**src/rtl/time_to_bcd_pkg.sv**
```systemverilog
// Shared constants and types for the seconds-to-MM:SS BCD converter.
package time_to_bcd_pkg;

    localparam int SECS_PER_MIN = 60;
    localparam int BCD_BASE     = 10;
    localparam int MAX_SECS     = 5999;

    localparam int DIGIT_W = 4;
    localparam int MIN_W   = 7;   // minutes, 0..99
    localparam int SVAL_W  = 6;   // seconds, 0..59

    typedef enum logic [1:0] {
        IDLE,
        DIV60,
        SPLIT,
        DONE
    } state_e;

    typedef struct packed {
        logic [DIGIT_W-1:0] min_tens;
        logic [DIGIT_W-1:0] min_ones;
        logic [DIGIT_W-1:0] sec_tens;
        logic [DIGIT_W-1:0] sec_ones;
    } digits_t;

endpackage

```
**src/rtl/time_to_bcd_if.sv**
```systemverilog
// Start/busy/done request bus and MM:SS digit result of the converter.
interface time_to_bcd_if
    import time_to_bcd_pkg::*;
#(
    parameter int SEC_W = 13
);

    logic               start;
    logic [SEC_W-1:0]   secs_in;
    logic               busy;
    logic               done;
    logic [DIGIT_W-1:0] min_tens;
    logic [DIGIT_W-1:0] min_ones;
    logic [DIGIT_W-1:0] sec_tens;
    logic [DIGIT_W-1:0] sec_ones;
    logic               overflow;

    modport master (
        output start, secs_in,
        input  busy, done, min_tens, min_ones, sec_tens, sec_ones, overflow
    );

    modport slave (
        input  start, secs_in,
        output busy, done, min_tens, min_ones, sec_tens, sec_ones, overflow
    );

endinterface

```
**src/rtl/time_to_bcd_split_step.sv**
```systemverilog
// One restoring-division step by ten: subtract 10 and bump the tens digit
// when the value is at least 10, otherwise pass both through unchanged.
module bcd_split_step
    import time_to_bcd_pkg::*;
#(
    parameter int W = MIN_W
) (
    input  logic [W-1:0]       val_i,
    input  logic [DIGIT_W-1:0] tens_i,
    output logic [W-1:0]       val_o,
    output logic [DIGIT_W-1:0] tens_o,
    output logic               ge_o
);

    // NOTE: every output gets a default before the if, so no latch is inferred.
    always_comb begin
        ge_o   = (val_i >= W'(BCD_BASE));
        val_o  = val_i;
        tens_o = tens_i;
        if (ge_o) begin
            val_o  = val_i - W'(BCD_BASE);
            tens_o = tens_i + DIGIT_W'(1);
        end
    end

endmodule

```
**src/rtl/time_to_bcd.sv**
```systemverilog
// Sequential binary-seconds to MM:SS BCD converter: repeated subtraction of
// 60 for minutes, then parallel subtraction of 10 for both digit pairs.
module time_to_bcd
    import time_to_bcd_pkg::*;
#(
    parameter int SEC_W = 13
) (
    input  logic          clk,
    input  logic          rst_n,
    time_to_bcd_if.slave  bus
);

    localparam logic [SEC_W-1:0] MAX_IN  = SEC_W'(MAX_SECS);
    localparam logic [SEC_W-1:0] MIN_SEC = SEC_W'(SECS_PER_MIN);

    state_e              state_q, state_d;
    logic [SEC_W-1:0]    rem_q,   rem_d;
    logic [MIN_W-1:0]    min_r_q, min_r_d;
    logic                ovf_r_q, ovf_r_d;
    logic [MIN_W-1:0]    mval_q,  mval_d;
    logic [SVAL_W-1:0]   sval_q,  sval_d;
    logic [DIGIT_W-1:0]  mt_q,    mt_d;
    logic [DIGIT_W-1:0]  st_q,    st_d;
    digits_t             digits_q, digits_d;
    logic                overflow_q, overflow_d;

    logic [MIN_W-1:0]    mval_nxt;
    logic [SVAL_W-1:0]   sval_nxt;
    logic [DIGIT_W-1:0]  mt_nxt, st_nxt;
    logic                m_ge, s_ge;

    bcd_split_step #(.W(MIN_W)) u_min_step (
        .val_i  (mval_q),
        .tens_i (mt_q),
        .val_o  (mval_nxt),
        .tens_o (mt_nxt),
        .ge_o   (m_ge)
    );

    bcd_split_step #(.W(SVAL_W)) u_sec_step (
        .val_i  (sval_q),
        .tens_i (st_q),
        .val_o  (sval_nxt),
        .tens_o (st_nxt),
        .ge_o   (s_ge)
    );

    // NOTE: state registers use non-blocking assignments so every flop
    // samples its _d value from before the edge.
    always_ff @(posedge clk or negedge rst_n) begin
        if (!rst_n) begin
            state_q <= IDLE;
        end else begin
            state_q <= state_d;
        end
    end

    always_ff @(posedge clk or negedge rst_n) begin
        if (!rst_n) begin
            rem_q      <= '0;
            min_r_q    <= '0;
            ovf_r_q    <= 1'b0;
            mval_q     <= '0;
            sval_q     <= '0;
            mt_q       <= '0;
            st_q       <= '0;
            digits_q   <= '0;
            overflow_q <= 1'b0;
        end else begin
            rem_q      <= rem_d;
            min_r_q    <= min_r_d;
            ovf_r_q    <= ovf_r_d;
            mval_q     <= mval_d;
            sval_q     <= sval_d;
            mt_q       <= mt_d;
            st_q       <= st_d;
            digits_q   <= digits_d;
            overflow_q <= overflow_d;
        end
    end

    always_comb begin
        state_d    = state_q;
        rem_d      = rem_q;
        min_r_d    = min_r_q;
        ovf_r_d    = ovf_r_q;
        mval_d     = mval_q;
        sval_d     = sval_q;
        mt_d       = mt_q;
        st_d       = st_q;
        digits_d   = digits_q;
        overflow_d = overflow_q;

        unique case (state_q)
            IDLE: begin
                if (bus.start) begin
                    rem_d   = (bus.secs_in > MAX_IN) ? MAX_IN : bus.secs_in;
                    min_r_d = '0;
                    ovf_r_d = (bus.secs_in > MAX_IN);
                    state_d = DIV60;
                end
            end

            DIV60: begin
                if (rem_q >= MIN_SEC) begin
                    rem_d   = rem_q - MIN_SEC;
                    min_r_d = min_r_q + MIN_W'(1);
                end else begin
                    mval_d  = min_r_q;
                    sval_d  = rem_q[SVAL_W-1:0];
                    mt_d    = '0;
                    st_d    = '0;
                    state_d = SPLIT;
                end
            end

            SPLIT: begin
                if (m_ge || s_ge) begin
                    mval_d = mval_nxt;
                    mt_d   = mt_nxt;
                    sval_d = sval_nxt;
                    st_d   = st_nxt;
                end else begin
                    // All four digits update on one edge so the display
                    // never shows a half-converted time.
                    digits_d.min_tens = mt_q;
                    digits_d.min_ones = mval_q[DIGIT_W-1:0];
                    digits_d.sec_tens = st_q;
                    digits_d.sec_ones = sval_q[DIGIT_W-1:0];
                    overflow_d        = ovf_r_q;
                    state_d           = DONE;
                end
            end

            DONE: begin
                state_d = IDLE;
            end

            default: begin
                state_d = IDLE;
            end
        endcase
    end

    assign bus.busy     = (state_q == DIV60) || (state_q == SPLIT);
    assign bus.done     = (state_q == DONE);
    assign bus.min_tens = digits_q.min_tens;
    assign bus.min_ones = digits_q.min_ones;
    assign bus.sec_tens = digits_q.sec_tens;
    assign bus.sec_ones = digits_q.sec_ones;
    assign bus.overflow = overflow_q;

endmodule
```
**src/flat_wrapper.sv**
```systemverilog
// flat-port wrapper written by rule: the top's interface ports become plain ports
module time_to_bcd_flat import time_to_bcd_pkg::*;
#(
    parameter int SEC_W = 13
)
  (clk, rst_n, bus_start, bus_secs_in, bus_busy, bus_done, bus_min_tens, bus_min_ones, bus_sec_tens, bus_sec_ones, bus_overflow);
  time_to_bcd_if #(.SEC_W(SEC_W)) bus_i ();
  input  logic clk;
  input  logic rst_n;
  input wire logic [$bits(bus_i.start)-1:0] bus_start;
  input wire logic [$bits(bus_i.secs_in)-1:0] bus_secs_in;
  output wire logic [$bits(bus_i.busy)-1:0] bus_busy;
  output wire logic [$bits(bus_i.done)-1:0] bus_done;
  output wire logic [$bits(bus_i.min_tens)-1:0] bus_min_tens;
  output wire logic [$bits(bus_i.min_ones)-1:0] bus_min_ones;
  output wire logic [$bits(bus_i.sec_tens)-1:0] bus_sec_tens;
  output wire logic [$bits(bus_i.sec_ones)-1:0] bus_sec_ones;
  output wire logic [$bits(bus_i.overflow)-1:0] bus_overflow;
  assign bus_i.start = bus_start;
  assign bus_i.secs_in = bus_secs_in;
  assign bus_busy = bus_i.busy;
  assign bus_done = bus_i.done;
  assign bus_min_tens = bus_i.min_tens;
  assign bus_min_ones = bus_i.min_ones;
  assign bus_sec_tens = bus_i.sec_tens;
  assign bus_sec_ones = bus_i.sec_ones;
  assign bus_overflow = bus_i.overflow;
  time_to_bcd #(.SEC_W(SEC_W)) u_core (.clk(clk), .rst_n(rst_n), .bus(bus_i));
endmodule
```
**config.mk**
```make
export PLATFORM = sky130hd
export DESIGN_NAME = time_to_bcd_flat
export DESIGN_NICKNAME = d
export VERILOG_FILES = /design/src/rtl/time_to_bcd_pkg.sv /design/src/rtl/time_to_bcd_if.sv /design/src/rtl/time_to_bcd_split_step.sv /design/src/rtl/time_to_bcd.sv /design/src/flat_wrapper.sv
export SDC_FILE = /design/constraint.sdc
export NUM_CORES = 1
export LEC_CHECK = 0
export CAP_MARGIN = 25
export CELL_PAD_IN_SITES_DETAIL_PLACEMENT = 0
export CELL_PAD_IN_SITES_GLOBAL_PLACEMENT = 2
export CORE_UTILIZATION = 39
export DETAILED_ROUTE_END_ITERATION = 12
export PLACE_DENSITY = 0.93
export SKIP_CTS_REPAIR_TIMING = 1
export SLEW_MARGIN = 20
export SYNTH_ARGS = -nofsm -noshare
export SYNTH_HDL_FRONTEND = slang
export SYNTH_SLANG_ARGS = --single-unit
```
**constraint.sdc**
```tcl
create_clock -name clk -period 3.59 [get_ports clk]
set_clock_uncertainty 0.1 [all_clocks]
set_input_delay 0.359 -clock clk [delete_from_list [all_inputs] [get_ports clk]]
set_output_delay 0.359 -clock clk [all_outputs]
set_load 0.1 [all_outputs]
```
==> results.ini <==
[status]
status = finished, final reports clean

[timing]
tightest_slew_ns = 0.966
final_max_slew_viol_count = 0
maxSlewHeadroom_pct = 35.4
setup-tns-final_ns = 0
rsz0062_at_grt = no
fin_crit_sh_pct = 71.6
whs_ns = 0.401
fin_crit_ns = 2.57
setup_viol = 0
hold_viol_final = 0
fmax_ghz = 0.389

[global_routing]
grt.overflow.total = 0
grt_max_degree = 40
grt_pass1_vias = 3041
grt.total_usage_pct = 21.3
antenna_found_initial = 0
grt_pass1_wl_um = 16100

[cts]
clkTransAtPathRegs_ns = 0.07
cts.sinks = 61
cts_tree = built
clock_path_buffers = 2
htree_levels = 3
cts-root-buf = clkbuf_8
numCtsBuffers = 9
clock_latency_ns = 0.34

[yosys]
yosys-top-cells-area = dfrtp_1 42%, o21ai_0 4.7%, mux2_4 4.1%
yosysMostFrequentCell = dfrtp_1
yosys_warnings = 0
synth-main-ff-cell = dfrtp_1
synth_top_area_share_pct = 41.9
synth_common_cells = 61 x dfrtp_1, 35 x nand2_1, 34 x o21ai_0
async_reset_ff_share_pct = 100
postSynthCellCount = 384
synth_cell_types = 65
yosys.area.top_type = dfrtp_1
syn-cell-area_mm2 = 0.00364
synth_edf_count = 0
syn-mean-instance-area_um2 = 9.48
synth_fp_nets = 411
synth-seq-area-share_pct = 41.9
synth_seq_cells = 61

[routing]
finalWirelength_um = 9570
drtIter0Drc = 131
final_antenna_net_count = 0
drc = 0
avgViaCountPerCell = 5.96
vias = 3165
drtPass1Iterations = 5
drt-wirelength-per-cell_um = 18.0

[place]
dpl.hpwl_um = 6690
place_congestion = 0.850
portBuffers = 34

[worst_setup_path]
cp-end-kind = register
crit_fanout = 17
worst_ep_arrival_time_ns = 2.68
required_ns = 3.70
critPathKind = register to register
cp-start-kind = register

[floorplan]
coreArea_mm2 = 0.00889
ios = 35
fp-row-count = 34
die_height_um = 98.6
die_area_mm2 = 0.00973
dieWidth_um = 98.6
initial_core_util_pct = 41.0

[final_layout]
insertedDiodeCount = 0
drive_above_1_share_pct = 12.5
nets = 446
syn2layout_area_growth_pct = 17.5

[run]
drv_cap = 0

[power]
p_leak_nw = 1.75
p_per_area_mw_per_mm2 = 866
ir_worst_vdd_mv = 0.278

[min_path]
hold_path_class = register to register

registers in the layout, indices dropped and copies added, names as in the netlist:
| register | cells |
|---|---|
| u_core.rem_q | 13 |
| u_core.min_r_q | 7 |
| u_core.mval_q | 7 |
| u_core.sval_q | 6 |
| u_core.bus.min_ones | 4 |
| u_core.bus.min_tens | 4 |
| u_core.bus.sec_ones | 4 |
| u_core.bus.sec_tens | 4 |
| u_core.mt_q | 4 |
| u_core.st_q | 4 |
| u_core.state_q | 2 |
| u_core.bus.overflow | 1 |
| u_core.ovf_r_q | 1 |
cell families after synthesis:
kind of cell / after synthesis / share of synthesized area [%]
AND/OR/NAND/NOR: 127 / 18.0
AO/OA/AOI/OAI: 125 / 23.8
flip-flops: 61 / 41.9
buffers and inverters: 35 / 3.88
multiplexers: 25 / 8.56
adder cells (fa/ha/maj): 11 / 3.78
metrics by stage:
stage / instance area, µm² / utilization [%] / setup WS (ns) / power, W / std cells
after floorplan: 3640 / - / 1.35 / 0.00265 / 384
after global placement: 4080 / 45.9 / 1.05 / 0.00313 / 514
after detailed placement: 4080 / 45.9 / 1.03 / 0.00317 / 514
after CTS: 4240 / 47.7 / 1.01 / 0.00371 / 529
after global routing: 4280 / 48.1 / 0.795 / 0.00400 / 531
final: 4280 / 48.1 / 1.02 / 0.00370 / 531
critical path, stage by stage (launching register included):
cell	delay, ns
dfrtp_1	0.43
inv_1	0.14
ha_1	0.22
nor2b_1	0.11
or4_4	0.48
nor2_4	0.21
nand3_4	0.33
mux2_4	0.43
path summary, 6_finish.rpt:
check                                  from                endpoint  slack, ns  depth (start not counted)
setup / recovery           u_core.mval_q[1]  u_core.bus.min_ones[3]       1.02                          7
max in group asynchronous             rst_n  u_core.bus.min_tens[0]       2.22                          3
hold / removal               u_core.ovf_r_q          u_core.ovf_r_q       0.40                          2
hold reg to reg              u_core.ovf_r_q          u_core.ovf_r_q       0.40                          2
min in group asynchronous             rst_n          u_core.mt_q[3]       0.45                          2
setup reg to reg           u_core.mval_q[1]  u_core.bus.min_ones[3]       1.02                          7
cell type report:
class	instances	area, µm²
clock buffers	13	149
clock inverters	2	10.0
fillers	845	4610
inverters	16	60.1
multi-input cells	288	1970
flip-flops and latches	61	1530
well taps	108	135
repair buffers	43	423
cells in the final DEF (no fill, tap or decap), types with 4 or more instances in the layout:
cell	n
nand3_1	24
a31oi_1	7
nor2_1	27
buf_4	8
a21oi_1	18
clkdlybuf4s50_1	32
dfrtp_1	61
nand2_1	35
o22ai_1	6
o211ai_1	6
clkbuf_8	10
o21ai_0	34
ha_1	11
mux2_4	10
a22oi_1	4
a211oi_1	5
nor3_1	12
mux2i_1	6
inv_1	15
mux2_2	9
per-layer routing:
metal | vias to the layer above | global-route usage [%] | share of wire, %
li1 | 1525 | - | -
met3 | 17 | 3.83 | 3.7
met2 | 79 | 34.8 | 48
met1 | 1544 | 28.6 | 46
met5 | - | 0 | 0
met4 | 0 | 7.12 | 1.9
report_power, final:
group,total [W],internal (W),switching [W]
clock network,0.000527,0.000264,0.000263
logic,0.00196,0.000705,0.00126
registers,0.00121,0.000919,0.000295
(Power assumes the default switching activity.)
